==> config.mk <==
export PLATFORM = sky130hd
export DESIGN_NAME = dout_serialiser
export DESIGN_NICKNAME = d
export VERILOG_FILES = /design/src/rtl/dout_serialiser.sv
export SDC_FILE = /design/constraint.sdc
export NUM_CORES = 1
export LEC_CHECK = 0
export CORE_MARGIN = 1.5
export CORE_UTILIZATION = 60
export CTS_BUF_LIST = sky130_fd_sc_hd__clkbuf_16
export DETAILED_ROUTE_END_ITERATION = 16
export GPL_TIMING_DRIVEN = 0
export PLACE_DENSITY = 0.86
export SETUP_SLACK_MARGIN = 0.1
export SYNTH_ARGS = -nofsm -noshare
export SYNTH_HDL_FRONTEND = slang
export SYNTH_SLANG_ARGS = --single-unit
==> constraint.sdc <==
create_clock -name clock -period 3.3 [get_ports clock]
set_clock_uncertainty 0.1 [all_clocks]
set_input_delay 0.825 -clock clock [delete_from_list [all_inputs] [get_ports clock]]
set_output_delay 0.825 -clock clock [all_outputs]
set_load 0.05 [all_outputs]
==> src/rtl/dout_serialiser.sv <==
// dout_serialiser: queues bytes strobed by the CPU (Dout/Dval) in a small FIFO
// and transmits them LSB-first on Tx as 8N1 frames.
// Optional macro DOUT_SERIALISER_PARITY_EN inserts an even-parity bit (8E1).
module dout_serialiser #(
  parameter int CLKS_PER_BIT = 434,
  parameter int DEPTH_LOG2   = 2
) (
  input  logic                  clock,
  input  logic                  Reset,
  input  logic [7:0]            Dout,
  input  logic                  Dval,
  output logic                  Tx,
  output logic                  Busy,
  output logic                  Full,
  output logic                  Ovf,
  output logic [DEPTH_LOG2:0]   Count
);

  localparam int                  DEPTH      = 1 << DEPTH_LOG2;
  localparam logic [DEPTH_LOG2:0] COUNT_FULL = (DEPTH_LOG2 + 1)'(DEPTH);
  localparam logic [DEPTH_LOG2:0] COUNT_ONE  = (DEPTH_LOG2 + 1)'(1);
  localparam logic [DEPTH_LOG2-1:0] PTR_ONE  = DEPTH_LOG2'(1);
  localparam logic [15:0]         BAUD_LAST  = 16'(CLKS_PER_BIT - 1);

`ifdef DOUT_SERIALISER_PARITY_EN
  typedef enum logic [2:0] {IDLE, START, DATA, PARITY, STOP} tx_state_t;
`else
  typedef enum logic [1:0] {IDLE, START, DATA, STOP} tx_state_t;
`endif

  tx_state_t             state;
  tx_state_t             state_next;
  logic                  dval_d;
  logic                  push_req;
  logic                  push_ok;
  logic                  pop;
  logic [DEPTH_LOG2-1:0] wr_ptr;
  logic [DEPTH_LOG2-1:0] rd_ptr;
  logic [7:0]            fifo_mem [DEPTH];
  logic [15:0]           baud_cnt;
  logic                  baud_wrap;
  logic [2:0]            bit_idx;
  logic [7:0]            shift_reg;
`ifdef DOUT_SERIALISER_PARITY_EN
  logic                  parity_bit;
`endif

  // A push is the rising edge of Dval; a pop happens whenever the idle FSM sees data.
  // When full, a push is still accepted if a pop frees a slot in the same cycle.
  assign push_req  = Dval & ~dval_d;
  assign pop       = (state == IDLE) && (Count != '0);
  assign push_ok   = push_req && (!Full || pop);
  assign baud_wrap = (baud_cnt == BAUD_LAST);
  assign Full      = (Count == COUNT_FULL);
  assign Busy      = (state != IDLE) || (Count != '0);

  // Delay Dval by one cycle for rising-edge detection (same clock domain, no synchroniser).
  always_ff @(posedge clock) begin
    if (Reset) dval_d <= 1'b0;
    else       dval_d <= Dval;
  end

  // FIFO storage; contents need no reset since pointers and count are cleared.
  always_ff @(posedge clock) begin
    if (push_ok) fifo_mem[wr_ptr] <= Dout;
  end

  // FIFO pointers, occupancy counter and sticky overflow flag.
  always_ff @(posedge clock) begin
    if (Reset) begin
      wr_ptr <= '0;
      rd_ptr <= '0;
      Count  <= '0;
      Ovf    <= 1'b0;
    end else begin
      if (push_ok) wr_ptr <= wr_ptr + PTR_ONE;
      if (pop)     rd_ptr <= rd_ptr + PTR_ONE;
      case ({push_ok, pop})
        2'b10:   Count <= Count + COUNT_ONE;
        2'b01:   Count <= Count - COUNT_ONE;
        default: Count <= Count;
      endcase
      if (push_req && Full && !pop) Ovf <= 1'b1;
    end
  end

  // Transmit FSM state register.
  always_ff @(posedge clock) begin
    if (Reset) state <= IDLE;
    else       state <= state_next;
  end

  // Next-state logic: every non-idle state lasts one bit time, DATA lasts eight.
  always_comb begin
    state_next = state;
    case (state)
      IDLE:  if (pop) state_next = START;
      START: if (baud_wrap) state_next = DATA;
`ifdef DOUT_SERIALISER_PARITY_EN
      DATA:   if (baud_wrap && bit_idx == 3'd7) state_next = PARITY;
      PARITY: if (baud_wrap) state_next = STOP;
`else
      DATA:  if (baud_wrap && bit_idx == 3'd7) state_next = STOP;
`endif
      STOP:  if (baud_wrap) state_next = IDLE;
      default: state_next = IDLE;
    endcase
  end

  // Bit-time counter, data bit index and shift register loaded from the FIFO head.
  always_ff @(posedge clock) begin
    if (Reset) begin
      baud_cnt  <= '0;
      bit_idx   <= '0;
      shift_reg <= '0;
`ifdef DOUT_SERIALISER_PARITY_EN
      parity_bit <= 1'b0;
`endif
    end else if (state == IDLE) begin
      baud_cnt <= '0;
      bit_idx  <= '0;
      if (pop) begin
        shift_reg <= fifo_mem[rd_ptr];
`ifdef DOUT_SERIALISER_PARITY_EN
        parity_bit <= ^fifo_mem[rd_ptr];
`endif
      end
    end else begin
      baud_cnt <= baud_wrap ? '0 : baud_cnt + 16'd1;
      if (state == DATA && baud_wrap) begin
        shift_reg <= shift_reg >> 1;
        bit_idx   <= bit_idx + 3'd1;
      end
    end
  end

  // Serial line decoded from registered state only; idle and stop are high.
  always_comb begin
    Tx = 1'b1;
    case (state)
      START:   Tx = 1'b0;
      DATA:    Tx = shift_reg[0];
`ifdef DOUT_SERIALISER_PARITY_EN
      PARITY:  Tx = parity_bit;
`endif
      default: Tx = 1'b1;
    endcase
  end

endmodule

==> flow_summary.yaml, run 1 <==
die:
  initial_core_util_pct: 62.15
  io_pins: 18
  rows: 26
  die_h_um: 75.51
  die_x_um: 75.51
  dieArea_um2: 5701
  core_um2: 5075
worst_setup_path:
  crit_required_ps: 2370
  critPathLaunch: "state[0]$_SDFFE_PP0P_"
  crit_path_end_kind: "output port"
  crit_arrival_ps: 2160
  worstRegToRegCells: 6
  reg2reg_from: "Count[0]$_SDFFE_PP0P_"
  path_max_fanout: 10
  start_kind: "flip-flop"
  r2r-end: "Count[2]$_SDFFE_PP0P_"
  regToRegSetupSlack_ps: 740
  worst-setup-path-type: "reg2out"
  endpoint: "Busy"
route:
  drt_iter0_drc: 86
  top_layer: "met4"
  wl_met2_mm: 3.004
  wl_per_cell_um: 15.68
  dr_total_vias: 2052
  drtAntennaViolNets: 0
  drtPass1Iterations: 4
  drt_wl_total_mm: 5.628
  dr_wl_met3_um: 172
  drc: 0
  viasPerCell: 5.716
  drt-met1-wl_mm: 2.347
yosys:
  yosysSeqAreaShare_pct: 55.85
  ys_types: 42
  synth_warnings: 0
  synth_edf_count: 32
  ys_async_sr_fraction_pct: 0
  synth.most_common_cell: "dfxtp_1"
  netlist_area_um2: 3154
  synth_seq_cells: 72
  ys_top_cells_by_count: "dfxtp_1, edfxtp_1, nor2_1"
  syn_avg_cell_area_um2: 12.32
  synthCells: 256
  syn-num-nets: 281
  synth-main-ff-cell: "dfxtp_1"
  synth_top_area_share_pct: 30.46
  synth_top_area_cell: "edfxtp_1"
  synth_area_leaders: "edfxtp_1, dfxtp_1, mux4_2"
sta:
  worst_pin_slew_ps: 900.1
  slew_violations: 0
  setup_violations: 0
  post-route-period-util_pct: 93.55
  rsz0062_at_grt: "false"
  max_slew_margin_pct: 39.48
  hold_violations: 0
  final.setup.worst_slack_ps: 212.8
  tns_ps: 0
  period_needed_ps: 3087
  fmax_ghz: 0.3239
power_and_ir_drop:
  p_per_area_nw_per_um2: 867.1
  p_leak_uw: 0.001284
  max-vdd-ir-drop_mv: 0.6118
clock_tree:
  cts_setup_buffers: 0
  clock_path_buffers: 2
  cts-resized-gates: 5
  postCtsHoldBufs: 0
  path_clk_slew_ps: 60
  root_buffer: "clkbuf_16"
  insertion_delay_ps: 330
  h-tree-depth: 3
  numCtsBuffers: 9
  clkSinkCount: 72
  cts_tree: "done"
cells_and_area:
  drive_above_1_share_pct: 13.84
  fin_util_pct: 72.83
  postLayoutCellArea_um2: 3696
  nNetsFinal: 309
  syn2layout_area_growth_pct: 17.18
  antenna-diode-count: 0
  largest_reg_flops: 32
placement:
  port_buffers: 17
  placed_cell_area_um2: 3412
  dp_hpwl_mm: 3.772
  routabilityCongestion: 0.7906
  place_ws_ps: 54.66
worst_hold_path:
  holdCritPathClass: "reg2reg"
outcome:
  status: "finished clean"
global_route:
  overflow: 0
  grt_use_total_pct: 22.63
  grt_max_degree: 16
  grt_antenna_before_repair: 0
  grt_pass1_vias: 2047
  grt_pass1_wl_mm: 9.280
flow_run:
  drv_cap: 0
[kinds of logic after synthesis]
| group | synth area share [%] |
|---|---|
| simple gates | 13.05 |
| flops | 55.85 |
| compound gates | 7.021 |
| buf+inv | 3.332 |
| mux | 10.23 |
| xor+xnor | 4.720 |
| fa+ha+maj | 5.792 |
[how the worst min path moves through the flow]
| stage | cells past startpoint | startpoint | endpoint |
|---|---|---|---|
| 2_1_floorplan | 1 | baud_cnt[0]$_SDFF_PP0_ | baud_cnt[0]$_SDFF_PP0_ |
| 3_3_place_gp | 2 | Ovf$_SDFFE_PP0P_ | Ovf$_SDFFE_PP0P_ |
| 3_5_place_dp | 1 | baud_cnt[0]$_SDFF_PP0_ | baud_cnt[0]$_SDFF_PP0_ |
| 4_1_cts | 1 | baud_cnt[0]$_SDFF_PP0_ | baud_cnt[0]$_SDFF_PP0_ |
| 5_1_grt | 1 | baud_cnt[0]$_SDFF_PP0_ | baud_cnt[0]$_SDFF_PP0_ |
| 6_report | 1 | baud_cnt[0]$_SDFF_PP0_ | baud_cnt[0]$_SDFF_PP0_ |
[area by class of cell]
class / count / area (µm²)
clock buffer: 9 / 225.2
inverter: 13 / 48.80
fill: 349 / 1379
multi-input combinational: 160 / 1290
sequential: 72 / 1762
clock inverter: 7 / 61.31
buffer: 11 / 56.30
tap: 70 / 87.58
timing repair buffer: 17 / 165.2
[per-stage QoR]
| step | std cells | power, µW | hold WS (ps) |
|---|---|---|---|
| detailed placement | 343 | 2291 | 368.6 |
| global placement | 343 | 2251 | 357.1 |
| global route | 359 | 3358 | 424.8 |
| finish | 359 | 3205 | 376.3 |
| floorplan | 256 | 2017 | 344.2 |
| CTS | 359 | 3209 | 382.3 |
[cell usage in the layout (no fill, tap or decap), drive strengths merged, types with 2 or more instances in the layout]
cell | synthesis | layout
dfxtp | 40 | 40
nor2 | 32 | 32
edfxtp | 32 | 32
inv | 13 | 18
xnor2 | 16 | 16
clkdlybuf4s50 | 0 | 16
clkbuf | 6 | 15
ha | 13 | 13
mux2i | 12 | 12
a21oi | 11 | 11
nor3 | 9 | 9
nand2 | 8 | 8
mux4 | 8 | 8
a311oi | 7 | 7
nor4 | 6 | 6
buf | 5 | 6
nor2b | 5 | 5
nand3 | 5 | 5
nand4 | 5 | 5
and2 | 4 | 4
or4 | 3 | 3
mux2 | 2 | 2
clkinvlp | 0 | 2
[metal layers]
metal  up-vias  track usage (%)
li1        996                -
met1      1000            25.09
met2        44            40.74
met3        12            6.349
met4         0            9.524
met5         -                0
[power breakdown]
group          switching [µW]  leakage [µW]  internal, µW
clock                     402      0.000135           524
combinational             686      0.000531           461
sequential               83.5      0.000618          1050
total                    1170       0.00128          2030
[critical path, cell delays in order (launching register included)]
cell	delay [ps]
dfxtp_1	330
inv_1	130
ha_2	240
inv_1	90
or4_1	390
buf_2	190
buf_2	210
buf_2	230
Power figures use the tool's default switching activity.
==> inputs of run 2 (changes only) <==
CORE_UTILIZATION = 59   (was 60)
CTS_CLUSTER_DIAMETER = 40   (was not set)
MAX_ROUTING_LAYER = met4   (was not set)
PLACE_DENSITY = 0.85   (was 0.86)
clock period = 3.41 ns   (was 3.3 ns; I/O delays follow)
==> flow_summary.yaml, run 2 (same netlist as run 1, synthesis figures left out) <==
sta:
  setup_violations: 0
  slew_violations: 0
  post-route-period-util_pct: 91.20
  fmax_ghz: 0.3215
  tns_ps: 0
  rsz0062_at_grt: "false"
  max_slew_margin_pct: 38.11
  final.setup.worst_slack_ps: 300.1
  worst_pin_slew_ps: 920.4
  period_needed_ps: 3110
  hold_violations: 0
worst_setup_path:
  r2r-end: "Count[2]$_SDFFE_PP0P_"
  worst-setup-path-type: "reg2out"
  crit_required_ps: 2460
  path_max_fanout: 10
  crit_arrival_ps: 2160
  reg2reg_from: "Count[0]$_SDFFE_PP0P_"
  crit_path_end_kind: "output port"
  worstRegToRegCells: 6
  start_kind: "flip-flop"
  regToRegSetupSlack_ps: 830
placement:
  routabilityCongestion: 0.8182
  port_buffers: 17
  place_ws_ps: 162.3
  dp_hpwl_mm: 3.736
cells_and_area:
  syn2layout_area_growth_pct: 18.41
  multi_input_area_um2: 1287
  seqCellArea_um2: 1762
  nFillCells: 376
  nNetsFinal: 309
  antenna-diode-count: 0
  mostFrequentLayoutCell: "dfxtp_1"
  largest_reg_flops: 32
  drive_above_1_share_pct: 13.49
  final_cell_mix: "dfxtp_1, nor2_1, edfxtp_1"
die:
  rows: 26
  core_um2: 5140
  initial_core_util_pct: 61.37
  die_h_um: 76.12
  io_pins: 18
  die_x_um: 76.12
  dieArea_um2: 5793
route:
  drt_iter0_drc: 112
  drt_wl_total_mm: 5.726
  viasPerCell: 5.588
  drc: 0
  drtAntennaViolNets: 0
  drtPass1Iterations: 4
  dr_total_vias: 2006
  wl_per_cell_um: 15.95
flow_run:
  drv_cap: 0
clock_tree:
  root_buffer: "clkbuf_16"
  numCtsBuffers: 9
  cts_tree: "done"
  h-tree-depth: 3
  clock_path_buffers: 2
  insertion_delay_ps: 330
  clkSinkCount: 72
  cts_setup_buffers: 0
  path_clk_slew_ps: 60
global_route:
  grt_pass1_wl_mm: 9.611
  grt_antenna_before_repair: 0
  grt_use_total_pct: 22.72
  grt_pass1_vias: 2026
  grt_max_degree: 15
  overflow: 0
worst_hold_path:
  worstHoldStart: "Ovf$_SDFFE_PP0P_"
  hold_path_depth: 2
  holdPathEnd: "Ovf$_SDFFE_PP0P_"
  holdCritPathClass: "reg2reg"
outcome:
  status: "finished clean"
power_and_ir_drop:
  p_per_area_nw_per_um2: 860.2
  max-vdd-ir-drop_mv: 0.5750
  p_leak_uw: 0.001307
  power.total_uw: 3213
==> run 2: final cells by class <==
type                            count  share of cell area (%)
Multi-Input combinational cell    160                   34.47
Tap cell                           70                   2.345
Clock inverter                      7                   2.747
Timing Repair Buffer               17                   4.422
Clock buffer                        9                   6.030
Sequential cell                    72                   47.17
Inverter                           13                   1.307
Buffer                             11                   1.508
==> run 2: per-layer routing <==
metal	global-route usage, %	vias up	wire length, µm
li1	-	988	-
met3	5.150	13	197
met4	12.04	0	140
met5	-	-	0
met2	37.21	33	2935
met1	26.20	972	2452
==> run 2: power breakdown <==
part           internal, µW  total, µW  switching, µW  leakage, µW
clock network           648       1030            381     0.000157
logic                   444       1090            645     0.000532
registers              1020       1100           80.0     0.000618
==> run 2: per-stage QoR <==
step | cell area, µm² | hold slack (ps) | util, % | instances
global placement | 3412 | 354.9 | 66.38 | 343
detailed placement | 3412 | 364.9 | 66.38 | 343
global route | 3735 | 420.0 | 72.66 | 359
floorplan | 3154 | 344.2 | - | 256
finish | 3735 | 372.4 | 72.66 | 359
CTS | 3741 | 381.4 | 72.78 | 359
==> run 2: worst max-delay path, cell delays in order, from the launching register on <==
cell,delay (ps)
dfxtp_1,330
inv_1,120
ha_1,240
inv_1,110
or4_1,390
buf_2,190
buf_2,210
buf_2,230
==> run 2: how the worst max path moves through the flow <==
| stage | slack [ps] | endpoint | startpoint |
|---|---|---|---|
| after detailed placement | 160 | Busy | state[0]$_SDFFE_PP0P_ |
| final | 300 | Busy | state[0]$_SDFFE_PP0P_ |
| after global routing | 150 | Busy | state[0]$_SDFFE_PP0P_ |
| after floorplan | 550 | Full | Count[2]$_SDFFE_PP0P_ |
| after CTS | 160 | Busy | state[0]$_SDFFE_PP0P_ |
| after global placement | 180 | Busy | state[1]$_SDFFE_PP0P_ |
==> run 2: repair_timing <==
action,4_1_cts,5_1_grt
endpoints found under the setup margin,1,1
hold buffers,0,0
resized for setup,3,2
==> inputs of run 3 (changes only) <==
PLACE_DENSITY = 0.79   (was 0.85)
==> flow_summary.yaml, run 3 (same netlist as run 1, synthesis figures left out) <==
die:
  dieArea_um2: 5793
  die_x_um: 76.12
  die_h_um: 76.12
  io_pins: 18
  core_um2: 5140
  rows: 26
  initial_core_util_pct: 61.37
clock_tree:
  h-tree-depth: 3
  cts_setup_buffers: 0
  postCtsHoldBufs: 0
  clock_path_buffers: 2
  path_clk_slew_ps: 60
  clkSinkCount: 72
  cts_tree: "done"
  insertion_delay_ps: 330
  root_buffer: "clkbuf_16"
  numCtsBuffers: 9
worst_setup_path:
  crit_top_cell: "buf_2"
  crit_path_end_kind: "output port"
  cpPeakStageDelay_ps: 390
  crit_arrival_ps: 2180
  crit_slowest_cell: "or4_1"
  crit_chain: "inv_1, ha_1, inv_1, or4_1, buf_2, buf_2, buf_2"
  path_max_fanout: 10
  crit_required_ps: 2460
  worst-setup-path-type: "reg2out"
  critPathTopFamily: "buffers and inverters"
  cp_num_buf_inv: 5
  start_kind: "flip-flop"
sta:
  tns_ps: 0
  setup_violations: 0
  post-route-period-util_pct: 91.80
  period_needed_ps: 3130
  rsz0062_at_grt: "false"
  max_slew_margin_pct: 38.08
  fmax_ghz: 0.3195
  hold_violations: 0
  worst_hold_slack_ps: 381.1
  worst_pin_slew_ps: 920.9
  slew_violations: 0
power_and_ir_drop:
  p_leak_uw: 0.001301
  p_per_area_nw_per_um2: 847.6
  max-vdd-ir-drop_mv: 0.5380
cells_and_area:
  nNetsFinal: 309
  syn2layout_area_growth_pct: 17.65
  antenna-diode-count: 0
  drive_above_1_share_pct: 13.49
  final_cell_mix: "dfxtp_1, nor2_1, edfxtp_1"
  nFillCells: 371
  largest_reg_flops: 32
  mostFrequentLayoutCell: "dfxtp_1"
route:
  dr_total_vias: 2028
  drc: 0
  drt_iter0_drc: 111
  drtAntennaViolNets: 0
  wl_per_cell_um: 16.33
  drt_wl_total_mm: 5.862
  drtPass1Iterations: 5
  viasPerCell: 5.649
placement:
  routabilityCongestion: 0.8038
  dp_hpwl_mm: 3.953
  port_buffers: 17
global_route:
  grt_antenna_before_repair: 0
  overflow: 0
  grt_pass1_vias: 2094
  grt_max_degree: 15
  grt_pass1_wl_mm: 10.10
  grt_use_total_pct: 23.33
outcome:
  status: "finished clean"
flow_run:
  drv_cap: 0
worst_hold_path:
  holdCritPathClass: "reg2reg"
-- run 3: cell types whose count changed in the layout (fill, tap and decap cells not counted) --
cell and change:
bufinv_16 -1, clkinv_2 +1, clkinvlp_4 -1, inv_6 +1
-- run 3: metal layers --
layer | vias to the layer above | wire, µm | global-route usage, %
li1 | 989 | - | -
met1 | 990 | 2374 | 25.38
met2 | 43 | 3225 | 40.99
met3 | 6 | 198 | 6.228
met4 | 0 | 63 | 8.704
met5 | - | 0 | -
-- run 3: worst register-to-register path: stages (launching register included) --
cell     delay, ps
dfxtp_1        380
o31ai_1        820
nor2_1         190
fa_1           420
nor3_1         190
a31oi_1         80
mux2_2         320
-- run 3: final timing paths --
kind | slack [ps] | end | depth (start not counted) | startpoint
worst max-delay path | 280 | Busy | 7 | state[0]$_SDFFE_PP0P_
worst min-delay path | 380 | baud_cnt[0]$_SDFF_PP0_ | 1 | baud_cnt[0]$_SDFF_PP0_
worst max register to register | 800 | Count[2]$_SDFFE_PP0P_ | 6 | Count[0]$_SDFFE_PP0P_
worst min register to register | 380 | baud_cnt[0]$_SDFF_PP0_ | 1 | baud_cnt[0]$_SDFF_PP0_
-- run 3: area by class of cell --
cell class / count / area (µm²) / area share (%)
Sequential cell: 72 / 1762 / 47.47
Multi-Input combinational cell: 160 / 1287 / 34.69
Clock buffer: 9 / 225.2 / 6.069
Timing Repair Buffer: 17 / 165.2 / 4.450
Tap cell: 70 / 87.58 / 2.360
Clock inverter: 7 / 78.83 / 2.124
Buffer: 11 / 56.30 / 1.517
Inverter: 13 / 48.80 / 1.315
-- run 3: through the flow --
stage	std cells	total power (µW)	utilization (%)	area [µm²]	setup slack (ps)
after detailed placement	343	2222	66.38	3412	138.8
after global placement	343	2187	66.38	3412	157.1
final	359	3145	72.20	3711	279.7
after floorplan	256	1952	-	3154	552.1
after CTS	359	3175	72.32	3717	150.1
after global routing	359	3311	72.20	3711	145.8
-- run 3: power by group --
part	leakage (µW)	total, µW	switching, µW	internal, µW
combinational	0.000532	1100	655	444
sequential	0.000618	1100	79.6	1020
clock	0.000151	950	375	575
-- run 3: repair_timing --
action                                  in CTS  in global routing
endpoints found under the hold margin        0                  0
endpoints found under the setup margin       1                  1
pin swaps                                    0                  0
gates cloned                                 0                  0
resized for setup                            3                  2
